$ cat src/rtl/cpu_ctrl_pkg.sv
// Shared control-path definitions: op encodings, CMP condition codes and the
// branch controller state enum.
package cpu_ctrl_pkg;

  localparam logic [1:0] OP_SEQ  = 2'b00;
  localparam logic [1:0] OP_JCC  = 2'b01;
  localparam logic [1:0] OP_CALL = 2'b10;
  localparam logic [1:0] OP_RET  = 2'b11;

  localparam logic [3:0] CC_EQ   = 4'b0000;
  localparam logic [3:0] CC_NE   = 4'b0001;
  localparam logic [3:0] CC_GT   = 4'b0010;
  localparam logic [3:0] CC_LT   = 4'b0011;
  localparam logic [3:0] CC_ZERO = 4'b0100;
  localparam logic [3:0] CC_NEG  = 4'b0101;
  localparam logic [3:0] CC_ONES = 4'b0110;
  // Negated variants; 4'b0111 and 4'b11xx are undefined and CMP answers 0.
  localparam logic [3:0] CC_N0   = 4'b1000;
  localparam logic [3:0] CC_N1   = 4'b1001;
  localparam logic [3:0] CC_N2   = 4'b1010;
  localparam logic [3:0] CC_N3   = 4'b1011;

  typedef enum logic [1:0] {
    ST_IDLE   = 2'b00,
    ST_EVAL   = 2'b01,
    ST_COMMIT = 2'b10
  } bc_state_e;

endpackage

$ cat src/rtl/ras_stack.sv
// Circular return-address LIFO. A push when full overwrites the oldest entry;
// a pop when empty does nothing. Overflow/underflow are same-cycle pulses.
module ras_stack #(
  parameter int W     = 16,
  parameter int DEPTH = 4
) (
  input  logic         clk,
  input  logic         rst_n,
  input  logic         push_i,
  input  logic         pop_i,
  input  logic [W-1:0] push_data_i,
  output logic [W-1:0] pop_data_o,
  output logic         full_o,
  output logic         empty_o,
  output logic         overflow_o,
  output logic         underflow_o
);

  localparam int PW = $clog2(DEPTH);
  localparam logic [PW:0] FULL_CNT = (PW+1)'(DEPTH);

  logic [W-1:0]  mem_q [DEPTH];
  logic [PW-1:0] ptr_q;
  logic [PW:0]   cnt_q;
  logic [PW-1:0] top_idx;

  assign top_idx     = ptr_q - 1'b1;
  assign pop_data_o  = mem_q[top_idx];
  assign full_o      = (cnt_q == FULL_CNT);
  assign empty_o     = (cnt_q == '0);
  assign overflow_o  = push_i & full_o;
  assign underflow_o = pop_i & ~push_i & empty_o;

  // The write pointer always advances on push, so when full it lands on the
  // oldest slot and overwrites it.
  always_ff @(posedge clk or negedge rst_n) begin
    if (!rst_n) begin
      ptr_q <= '0;
      cnt_q <= '0;
    end else if (push_i) begin
      ptr_q <= ptr_q + 1'b1;
      if (!full_o) cnt_q <= cnt_q + 1'b1;
    end else if (pop_i && !empty_o) begin
      ptr_q <= top_idx;
      cnt_q <= cnt_q - 1'b1;
    end
  end

  always_ff @(posedge clk) begin
    if (push_i) mem_q[ptr_q] <= push_data_i;
  end

endmodule

$ cat src/rtl/branch_controller.sv
// Program-counter sequencer: accepts one control-flow op, consults CMP for one
// cycle, then offers the committed PC to fetch over valid/ready.
module branch_controller
  import cpu_ctrl_pkg::*;
#(
  parameter int              PC_W      = 16,
  parameter int              RAS_DEPTH = 4,
  parameter logic [PC_W-1:0] RESET_PC  = '0
) (
  input  logic            clk,
  input  logic            rst_n,
  input  logic            instr_valid,
  output logic            instr_ready,
  input  logic [1:0]      op,
  input  logic [3:0]      cond,
  input  logic [PC_W-1:0] target,
  output logic [3:0]      cmp_cond,
  input  logic            cmp_jump,
  output logic [PC_W-1:0] pc,
  output logic            pc_valid,
  input  logic            fetch_ready,
  output logic            flush,
  output logic            ras_err,
  output logic [1:0]      state_dbg
);

  // Handshakes: a transfer happens on a rising edge where valid && ready.
  // instr_ready is high only in IDLE; pc_valid stays high with pc/flush stable
  // until fetch_ready is seen.

  bc_state_e       state_q, state_d;
  logic [1:0]      op_q;
  logic [3:0]      cmp_cond_q;
  logic [PC_W-1:0] target_q, pc_q, pc_d, pc_inc;
  logic            flush_q, flush_d, ras_err_q;
  logic            in_eval, accept, ras_push, ras_pop;
  logic            ras_empty, ras_full, ras_ovf, ras_unf;
  logic [PC_W-1:0] ras_top;

  assign in_eval     = (state_q == ST_EVAL);
  assign accept      = (state_q == ST_IDLE) && instr_valid;
  assign pc_inc      = pc_q + 1'b1;
  assign ras_push    = in_eval && (op_q == OP_CALL);
  assign ras_pop     = in_eval && (op_q == OP_RET);

  assign instr_ready = (state_q == ST_IDLE);
  assign pc_valid    = (state_q == ST_COMMIT);
  assign flush       = flush_q;
  assign pc          = pc_q;
  assign cmp_cond    = cmp_cond_q;
  assign ras_err     = ras_err_q;
  assign state_dbg   = state_q;

  ras_stack #(.W(PC_W), .DEPTH(RAS_DEPTH)) u_ras (
    .clk         (clk),
    .rst_n       (rst_n),
    .push_i      (ras_push),
    .pop_i       (ras_pop),
    .push_data_i (pc_inc),
    .pop_data_o  (ras_top),
    .full_o      (ras_full),
    .empty_o     (ras_empty),
    .overflow_o  (ras_ovf),
    .underflow_o (ras_unf)
  );

  always_comb begin
    pc_d    = pc_inc;
    flush_d = 1'b0;
    case (op_q)
      OP_JCC:  if (cmp_jump) begin pc_d = target_q; flush_d = 1'b1; end
      OP_CALL: begin pc_d = target_q; flush_d = 1'b1; end
      OP_RET:  if (!ras_empty) begin pc_d = ras_top; flush_d = 1'b1; end
      default: ;
    endcase
  end

  always_comb begin
    state_d = state_q;
    case (state_q)
      ST_IDLE:   if (instr_valid) state_d = ST_EVAL;
      ST_EVAL:   state_d = ST_COMMIT;
      ST_COMMIT: if (fetch_ready) state_d = ST_IDLE;
      default:   state_d = ST_IDLE;
    endcase
  end

  always_ff @(posedge clk or negedge rst_n) begin
    if (!rst_n) state_q <= ST_IDLE;
    else        state_q <= state_d;
  end

  always_ff @(posedge clk or negedge rst_n) begin
    if (!rst_n) begin
      op_q       <= OP_SEQ;
      cmp_cond_q <= 4'b0000;
      target_q   <= '0;
      pc_q       <= RESET_PC;
      flush_q    <= 1'b0;
      ras_err_q  <= 1'b0;
    end else begin
      if (accept) begin
        op_q       <= op;
        cmp_cond_q <= cond;
        target_q   <= target;
      end
      if (in_eval) begin
        pc_q      <= pc_d;
        flush_q   <= flush_d;
        ras_err_q <= ras_err_q | ras_ovf | ras_unf;
      end
      if ((state_q == ST_COMMIT) && fetch_ready) flush_q <= 1'b0;
    end
  end

  logic unused_full;
  assign unused_full = ras_full;

endmodule

$ cat config.mk
export PLATFORM = sky130hd
export DESIGN_NAME = branch_controller
export DESIGN_NICKNAME = d
export VERILOG_FILES = /design/src/rtl/cpu_ctrl_pkg.sv /design/src/rtl/ras_stack.sv /design/src/rtl/branch_controller.sv
export SDC_FILE = /design/constraint.sdc
export NUM_CORES = 1
export LEC_CHECK = 0
export BUFFER_PORTS_ARGS = -buffer_cell sky130_fd_sc_hd__buf_2
export CELL_PAD_IN_SITES_DETAIL_PLACEMENT = 1
export CELL_PAD_IN_SITES_GLOBAL_PLACEMENT = 1
export CORE_AREA = 3 3 97 117
export DETAILED_ROUTE_END_ITERATION = 10
export DIE_AREA = 0 0 100 120
export PLACE_DENSITY_LB_ADDON = 0.1
export SYNTH_ARGS = -nofsm -noshare
export SYNTH_HDL_FRONTEND = slang
export SYNTH_SLANG_ARGS = --single-unit
export TNS_END_PERCENT = 100
$ cat constraint.sdc
create_clock -name clk -period 6.2 [get_ports clk]
set_input_delay 0.31 -clock clk [delete_from_list [all_inputs] [get_ports clk]]
set_output_delay 0.31 -clock clk [all_outputs]
set_load 0.01 [all_outputs]
==> results of run 1 <==
per-layer routing:
layer | track usage | vias to the layer above | wire length, um
met5 | 0 | - | 0
met4 | 0.0598 | 0 | 160
met3 | 0.0419 | 12 | 576
met2 | 0.334 | 80 | 5900
met1 | 0.285 | 1614 | 4990
li1 | - | 1424 | -
cell families after synthesis:
kind of cell	after synthesis	synth area share
adder cells (fa/ha/maj)	6	0.0166
multiplexers	38	0.122
XOR/XNOR	11	0.0193
AO/OA/AOI/OAI	69	0.102
flip-flops	111	0.621
AND/OR/NAND/NOR	79	0.0916
buffers and inverters	29	0.0276
cell usage in the layout, fill, tap and decap left out, types with 5 or more instances in the layout:
| master | count |
|---|---|
| sky130_fd_sc_hd__edfxtp_1 | 64 |
| sky130_fd_sc_hd__buf_2 | 52 |
| sky130_fd_sc_hd__dfrtp_1 | 47 |
| sky130_fd_sc_hd__mux2_2 | 22 |
| sky130_fd_sc_hd__nor2_1 | 18 |
| sky130_fd_sc_hd__mux4_2 | 16 |
| sky130_fd_sc_hd__o21ai_0 | 11 |
| sky130_fd_sc_hd__nand2_1 | 10 |
| sky130_fd_sc_hd__clkbuf_16 | 9 |
| sky130_fd_sc_hd__inv_1 | 8 |
| sky130_fd_sc_hd__and2_1 | 8 |
| sky130_fd_sc_hd__nor3_1 | 7 |
| sky130_fd_sc_hd__xor2_1 | 7 |
| sky130_fd_sc_hd__a221oi_1 | 7 |
| sky130_fd_sc_hd__nand3_1 | 6 |
| sky130_fd_sc_hd__o21ai_1 | 6 |
| sky130_fd_sc_hd__a21oi_1 | 6 |
| sky130_fd_sc_hd__or2_2 | 5 |
| sky130_fd_sc_hd__ha_1 | 5 |
| sky130_fd_sc_hd__buf_4 | 5 |
layout make-up:
type | count | share of cell area
Clock buffer | 14 | 0.0487
Clock inverter | 2 | 0.00267
Inverter | 8 | 0.00534
Multi-Input combinational cell | 203 | 0.311
Sequential cell | 111 | 0.551
Tap cell | 129 | 0.0287
Timing Repair Buffer | 57 | 0.0529
state kept, by name (all words and copies together), names as in the netlist:
register	count
u_ras.cnt_q	3
flush	1
u_ras.mem_q	64
target_q	16
state_dbg	2
u_ras.ptr_q	2
ras_err	1
pc	16
cmp_cond	4
op_q	2
report_power, final:
part / switching (W) / total [W] / internal, W
clock: 0.000255 / 0.000562 / 0.000306
combinational: 0.000619 / 0.00111 / 0.000489
sequential: 0.000201 / 0.00123 / 0.00103
worst register-to-register path, cell delays in order (launching register included):
cell	delay [ps]
sky130_fd_sc_hd__dfrtp_1	520
sky130_fd_sc_hd__nand3b_1	280
sky130_fd_sc_hd__nor2_1	350
sky130_fd_sc_hd__inv_1	120
sky130_fd_sc_hd__fa_1	440
sky130_fd_sc_hd__or3b_2	470
sky130_fd_sc_hd__o21ai_0	90
sky130_fd_sc_hd__a21oi_1	80
stage by stage:
| step | power [W] | worst slack, ps |
|---|---|---|
| CTS | 0.00294 | 3720 |
| finish | 0.00290 | 3720 |
| detailed placement | 0.00237 | 3730 |
| global route | 0.00310 | 3500 |
| global placement | 0.00233 | 3810 |
| floorplan | 0.00200 | 3700 |
worst max-delay path by stage:
stage                        start  depth (start not counted)  slack, ps             end
finish                     op_q[1]                          7       3720  u_ras.cnt_q[2]
global route               op_q[1]                          7       3500  u_ras.cnt_q[2]
detailed placement         op_q[1]                          7       3730  u_ras.cnt_q[2]
floorplan           u_ras.ptr_q[0]                          9       3700          pc[15]
global placement           op_q[1]                          7       3810  u_ras.cnt_q[2]
CTS                        op_q[1]                          7       3720  u_ras.cnt_q[2]
==> impl_metrics.ini, run 1 <==
[global_routing]
grt_antenna_before_repair = 0
first_global_vias = 3269
grt_first_pass_wirelength_um = 18300
globalRouteTotalUtil = 0.207
grt_max_degree = 48
grt_remaining_overflow = 0

[critical_path]
critical_path.cell_chain = nand3b_1 -> nor2_1 -> inv_1 -> fa_1 -> or3b_2 -> o21ai_0 -> a21oi_1
critical-path-max-stage-delay_ps = 520
worst-path-buf-inv = 1
worstRegToRegCells = 7
path_class = flip-flop to flip-flop
start_kind = flip-flop
timing.reg2reg.setup_slack_ps = 3720
crit_required_ps = 6420
crit_path_max_fanout = 12
regToRegEndpoint = u_ras.cnt_q[2]
critPathSlowestCell = sky130_fd_sc_hd__dfrtp_1
cp_top_family = simple AND/OR/NAND/NOR gates
worst_ep_arrival_time_ps = 2700
regToRegStartpoint = op_q[1]
worstSetupEndpointType = flip-flop

[layout]
finalNonFillerCells = 524
multiInputGateArea_um2 = 1750
final.fill_count = 1051
n_antenna_cell = 0
nets = 423
postLayoutCellArea_um2 = 5630
area.sequential_um2 = 3100
synth_to_final_area_change_pct = 12.8
drive_above_1_share = 0.311
final_core_utilization = 0.540

[cts]
cts_tree = done
clock_tree.htree_level_count = 3
cts.repair.resized = 0
clock_latency_ps = 350
clock-root-buffer = sky130_fd_sc_hd__clkbuf_16
cts_setup_buffers = 0
cts.reportedPaths.clkPinSlew_ps = 70
holdBufCountCts = 0
cts_sinks = 111
cts_buffer_depth = 2
cts_made_buffers = 9

[synth]
ys_seq_elements = 111
synth_area_leader_cell = sky130_fd_sc_hd__edfxtp_1
mappedNetlistNets = 376
synth.cells.most_frequent = sky130_fd_sc_hd__edfxtp_1, sky130_fd_sc_hd__dfrtp_1, sky130_fd_sc_hd__mux2_2
synthesis.instances = 343
post_synth.cell_area_avg_um2 = 14.5
synth_top_cells_by_area = sky130_fd_sc_hd__edfxtp_1, sky130_fd_sc_hd__dfrtp_1, sky130_fd_sc_hd__mux4_2
yosys_warnings = 0
ys.flop_type = sky130_fd_sc_hd__edfxtp_1
synth_cell_type_count = 55
synth_area_um2 = 4990
synth_enable_flop_cells = 64
yosysSeqAreaShare = 0.621
synth-async-reset-ratio = 0.423
netlist.area_leader.share = 0.385
library_cell_with_the_highest_instance_count_after_synthesis = sky130_fd_sc_hd__edfxtp_1

[die]
floorplan.io_pins = 53
floorplan.die_area_um2 = 12000
initial_core_util = 0.479
fp-row-count = 41
total_core_area_um2 = 10400
die_w_um = 100
fp.dieH_um = 120

[detailed_routing]
wire_per_inst_um = 22.2
drcViolationCount = 0
drt.antenna.violating_nets = 0
drtPass1Iterations = 4
dr_total_vias = 3130
post_drt_via_cell_ratio = 5.97
routed_wirelength_um = 11600
initialDrtViolationCount = 236

[timing]
final_critical_path_required_period_ps = 2480
rsz_0062_raised_after_global_routing = no
setup-violations-final = 0
final_hold_viol_count = 0
final_setup_tns_ps = 0
timing_max_transition_violations_final = 0
min_period_over_period = 0.401
final.hold.worst_slack_ps = 83.2
fin_worst_skew_ps = 8.39
max_freq_mhz = 402
slew-limit-headroom = 0.303
worstMarginPinSlew_ps = 1050

[pwr]
static-leakage-power_nw = 2.12
cellPowerDensity_nw_per_um2 = 515
vdd_drop_max_uv = 164

[outcome]
outcome = complete, no violations

[place]
io_buffers = 52
dp_hpwl_um = 7590
detailed_place.area_um2 = 5340
place.detailed.instances = 508
gp_routability_congestion = 0.730

[run]
cap_viol_max_count = 0

[min_path]
hold_path.class = input port to asynchronous set/reset pin
(Power assumes the default switching activity.)
==> run 2, diff against run 1 <==
--- a/config.mk
+++ b/config.mk
@@ -5,12 +5,13 @@
 export SDC_FILE = /design/constraint.sdc
 export NUM_CORES = 1
 export LEC_CHECK = 0
+export ABC_AREA = 1
 export BUFFER_PORTS_ARGS = -buffer_cell sky130_fd_sc_hd__buf_2
 export CELL_PAD_IN_SITES_DETAIL_PLACEMENT = 1
 export CELL_PAD_IN_SITES_GLOBAL_PLACEMENT = 1
-export CORE_AREA = 3 3 97 117
+export CORE_AREA = 3 3 107 130
 export DETAILED_ROUTE_END_ITERATION = 10
-export DIE_AREA = 0 0 100 120
+export DIE_AREA = 0 0 110 133
 export PLACE_DENSITY_LB_ADDON = 0.1
 export SYNTH_ARGS = -nofsm -noshare
 export SYNTH_HDL_FRONTEND = slang
==> constraint.sdc (replaced) <==
create_clock -name clk -period 2 [get_ports clk]
set_input_delay 0.1 -clock clk [delete_from_list [all_inputs] [get_ports clk]]
set_output_delay 0.1 -clock clk [all_outputs]
set_load 0.01 [all_outputs]
==> impl_metrics.ini, run 2 <==
[outcome]
outcome = complete, no violations

[cts]
cts.reportedPaths.clkPinSlew_ps = 80
cts_sinks = 111
clock_tree.htree_level_count = 3
cts_tree = done
cts_made_buffers = 9
cts_setup_buffers = 0
cts.repair.resized = 0
clock_latency_ps = 360
cts_buffer_depth = 2
holdBufCountCts = 24
clock-root-buffer = sky130_fd_sc_hd__clkbuf_16

[place]
gp_routability_congestion = 0.872
io_buffers = 52
dp_hpwl_um = 9880

[pwr]
cellPowerDensity_nw_per_um2 = 1560
p_seq_frac = 0.374
vdd_drop_max_uv = 569
comb_power_share = 0.434
static-leakage-power_nw = 2.82
switching_fraction_of_total_power = 0.430
overall_power_w = 0.00980
cellInternalPower_w = 0.00558
clock_power_share = 0.193
power.net_switching_w = 0.00421

[detailed_routing]
wire_per_inst_um = 16.7
routed_wirelength_um = 13900
drt.antenna.violating_nets = 0
dr_total_vias = 4182
drtPass1Iterations = 4
initialDrtViolationCount = 151
drcViolationCount = 0
post_drt_via_cell_ratio = 5.03

[critical_path]
worstRegToRegCells = 7
crit_required_ps = 2240
worstSetupEndpointType = flip-flop
critical-path-max-stage-delay_ps = 430
critPathSlowestCell = sky130_fd_sc_hd__fa_1
timing.reg2reg.setup_slack_ps = 260
path_class = flip-flop to flip-flop
critical_path.cell_chain = inv_1 -> nor2_2 -> nand2_2 -> fa_1 -> a21boi_0 -> o21ai_0 -> nand2_1
start_kind = flip-flop
regToRegStartpoint = op_q[1]
worst_setup_path_startpoint = op_q[1]
worst_ep_arrival_time_ps = 1980
crit_path_max_fanout = 9
regToRegEndpoint = u_ras.cnt_q[2]

[layout]
n_antenna_cell = 0
leading_cell_type_in_the_layout_fill_and_taps_excluded = sky130_fd_sc_hd__nand2_1
multiInputGateArea_um2 = 1840
largest_reg_flops = 64
drive_above_1_share = 0.151
synth_to_final_area_change_pct = 20.3
final.fill_count = 1490
area.sequential_um2 = 3100
largest-register = u_ras.mem_q
nets = 695
most-common-layout-cells = sky130_fd_sc_hd__nand2_1, sky130_fd_sc_hd__edfxtp_1, sky130_fd_sc_hd__nand3_1

[die]
floorplan.io_pins = 53
fp-row-count = 45
die_w_um = 110
floorplan.die_area_um2 = 14600
total_core_area_um2 = 12700
initial_core_util = 0.412
fp.dieH_um = 133

[synth]
yosysSeqAreaShare = 0.594
ys.flop_type = sky130_fd_sc_hd__edfxtp_1
synthesis.instances = 578
mappedNetlistNets = 611
yosys_warnings = 0
post_synth.cell_area_avg_um2 = 9.02
synth_top_cells_by_area = sky130_fd_sc_hd__edfxtp_1, sky130_fd_sc_hd__dfrtp_1, sky130_fd_sc_hd__nand2_1
synth_enable_flop_cells = 64
synth.cells.most_frequent = sky130_fd_sc_hd__nand2_1, sky130_fd_sc_hd__edfxtp_1, sky130_fd_sc_hd__nand3_1
synth-async-reset-ratio = 0.423
synth_cell_type_count = 31
ys_seq_elements = 111
netlist.area_leader.share = 0.369
library_cell_with_the_highest_instance_count_after_synthesis = sky130_fd_sc_hd__nand2_1
synth_area_leader_cell = sky130_fd_sc_hd__edfxtp_1
synth_area_um2 = 5220

[timing]
timing_max_transition_violations_final = 0
final_critical_path_required_period_ps = 1740
fin_worst_skew_ps = 9.77
max_freq_mhz = 576
setup-violations-final = 0
slew-limit-headroom = 0.523
final_hold_viol_count = 0
rsz_0062_raised_after_global_routing = no
worstMarginPinSlew_ps = 715
min_period_over_period = 0.868
final_setup_tns_ps = 0

[run]
cap_viol_max_count = 0

[global_routing]
grt_first_pass_wirelength_um = 22900
grt.met2_usage = 0.334
first_global_vias = 4408
grt_max_degree = 36
grtUsageMet1 = 0.274
globalRouteTotalUtil = 0.204
grt_antenna_before_repair = 0
grt.busiest_layer = met2
grt_remaining_overflow = 0
use_met3 = 0.0312

[min_path]
hold_end = target_q[10]
holdCritStartpoint = instr_valid
timing.hold.worst_path_depth = 5
hold_path.class = input port to flip-flop
run 2: changes by cell type after synthesis, sizes merged, moves of 10 or more:
cell   change
mux4      -16
nand3     +57
nor2      +41
nand2    +207
inv       +36
nor3      -10
mux2      -22
run 2: worst max-delay path, delay by kind of cell (launching register included):
kind	cells	cell delay, ps
compound gates	2	270
fa+ha+maj	1	430
flops	1	400
buf+inv	1	110
simple gates	3	410
run 2: layout make-up:
type,instances,share of cell area
repair buffers,93,0.106
clock inverters,6,0.0122
inverters,44,0.0263
well taps,164,0.0327
multi-input cells,403,0.293
clock buffers,10,0.0365
flip-flops and latches,111,0.494
run 2: cell families after synthesis:
kind of cell / count (synthesis) / share of synthesized area
compound gates: 36 / 0.0413
xor+xnor: 4 / 0.00672
fa+ha+maj: 6 / 0.0158
buf+inv: 64 / 0.0547
flops: 111 / 0.594
simple gates: 357 / 0.287
run 2: worst max path at each step:
stage and endpoint:
2_1_floorplan pc[5], 3_3_place_gp pc[0], 3_5_place_dp u_ras.cnt_q[2], 4_1_cts u_ras.cnt_q[2], 5_1_grt u_ras.mem_q[2][10], 6_report u_ras.cnt_q[2]
run 2: stage by stage:
stage	hold WS (ps)	area (um2)	utilization	std cells	setup slack, ps
after floorplan	-196	5220	-	578	102
after global placement	192	5730	0.452	791	313
after detailed placement	202	5730	0.452	791	259
after CTS	247	6280	0.495	831	244
after global routing	283	6280	0.495	831	102
final	246	6280	0.495	831	264
run 2: routing by layer:
metal	routed length [um]	part of all wire	vias to the layer above
met5	0	0	-
met4	225	0.016	0
met3	549	0.040	19
met2	7000	0.50	64
met1	6120	0.44	2052
li1	-	-	2047
run 2: power by group through the flow:
stage / clock, W / combinational, W / sequential, W
2_1_floorplan: 0 / 0.00278 / 0.00372
3_3_place_gp: 0 / 0.00411 / 0.00368
3_5_place_dp: 0 / 0.00427 / 0.00371
4_1_cts: 0.00193 / 0.00434 / 0.00366
5_1_grt: 0.00202 / 0.00487 / 0.00374
6_report: 0.00189 / 0.00425 / 0.00366
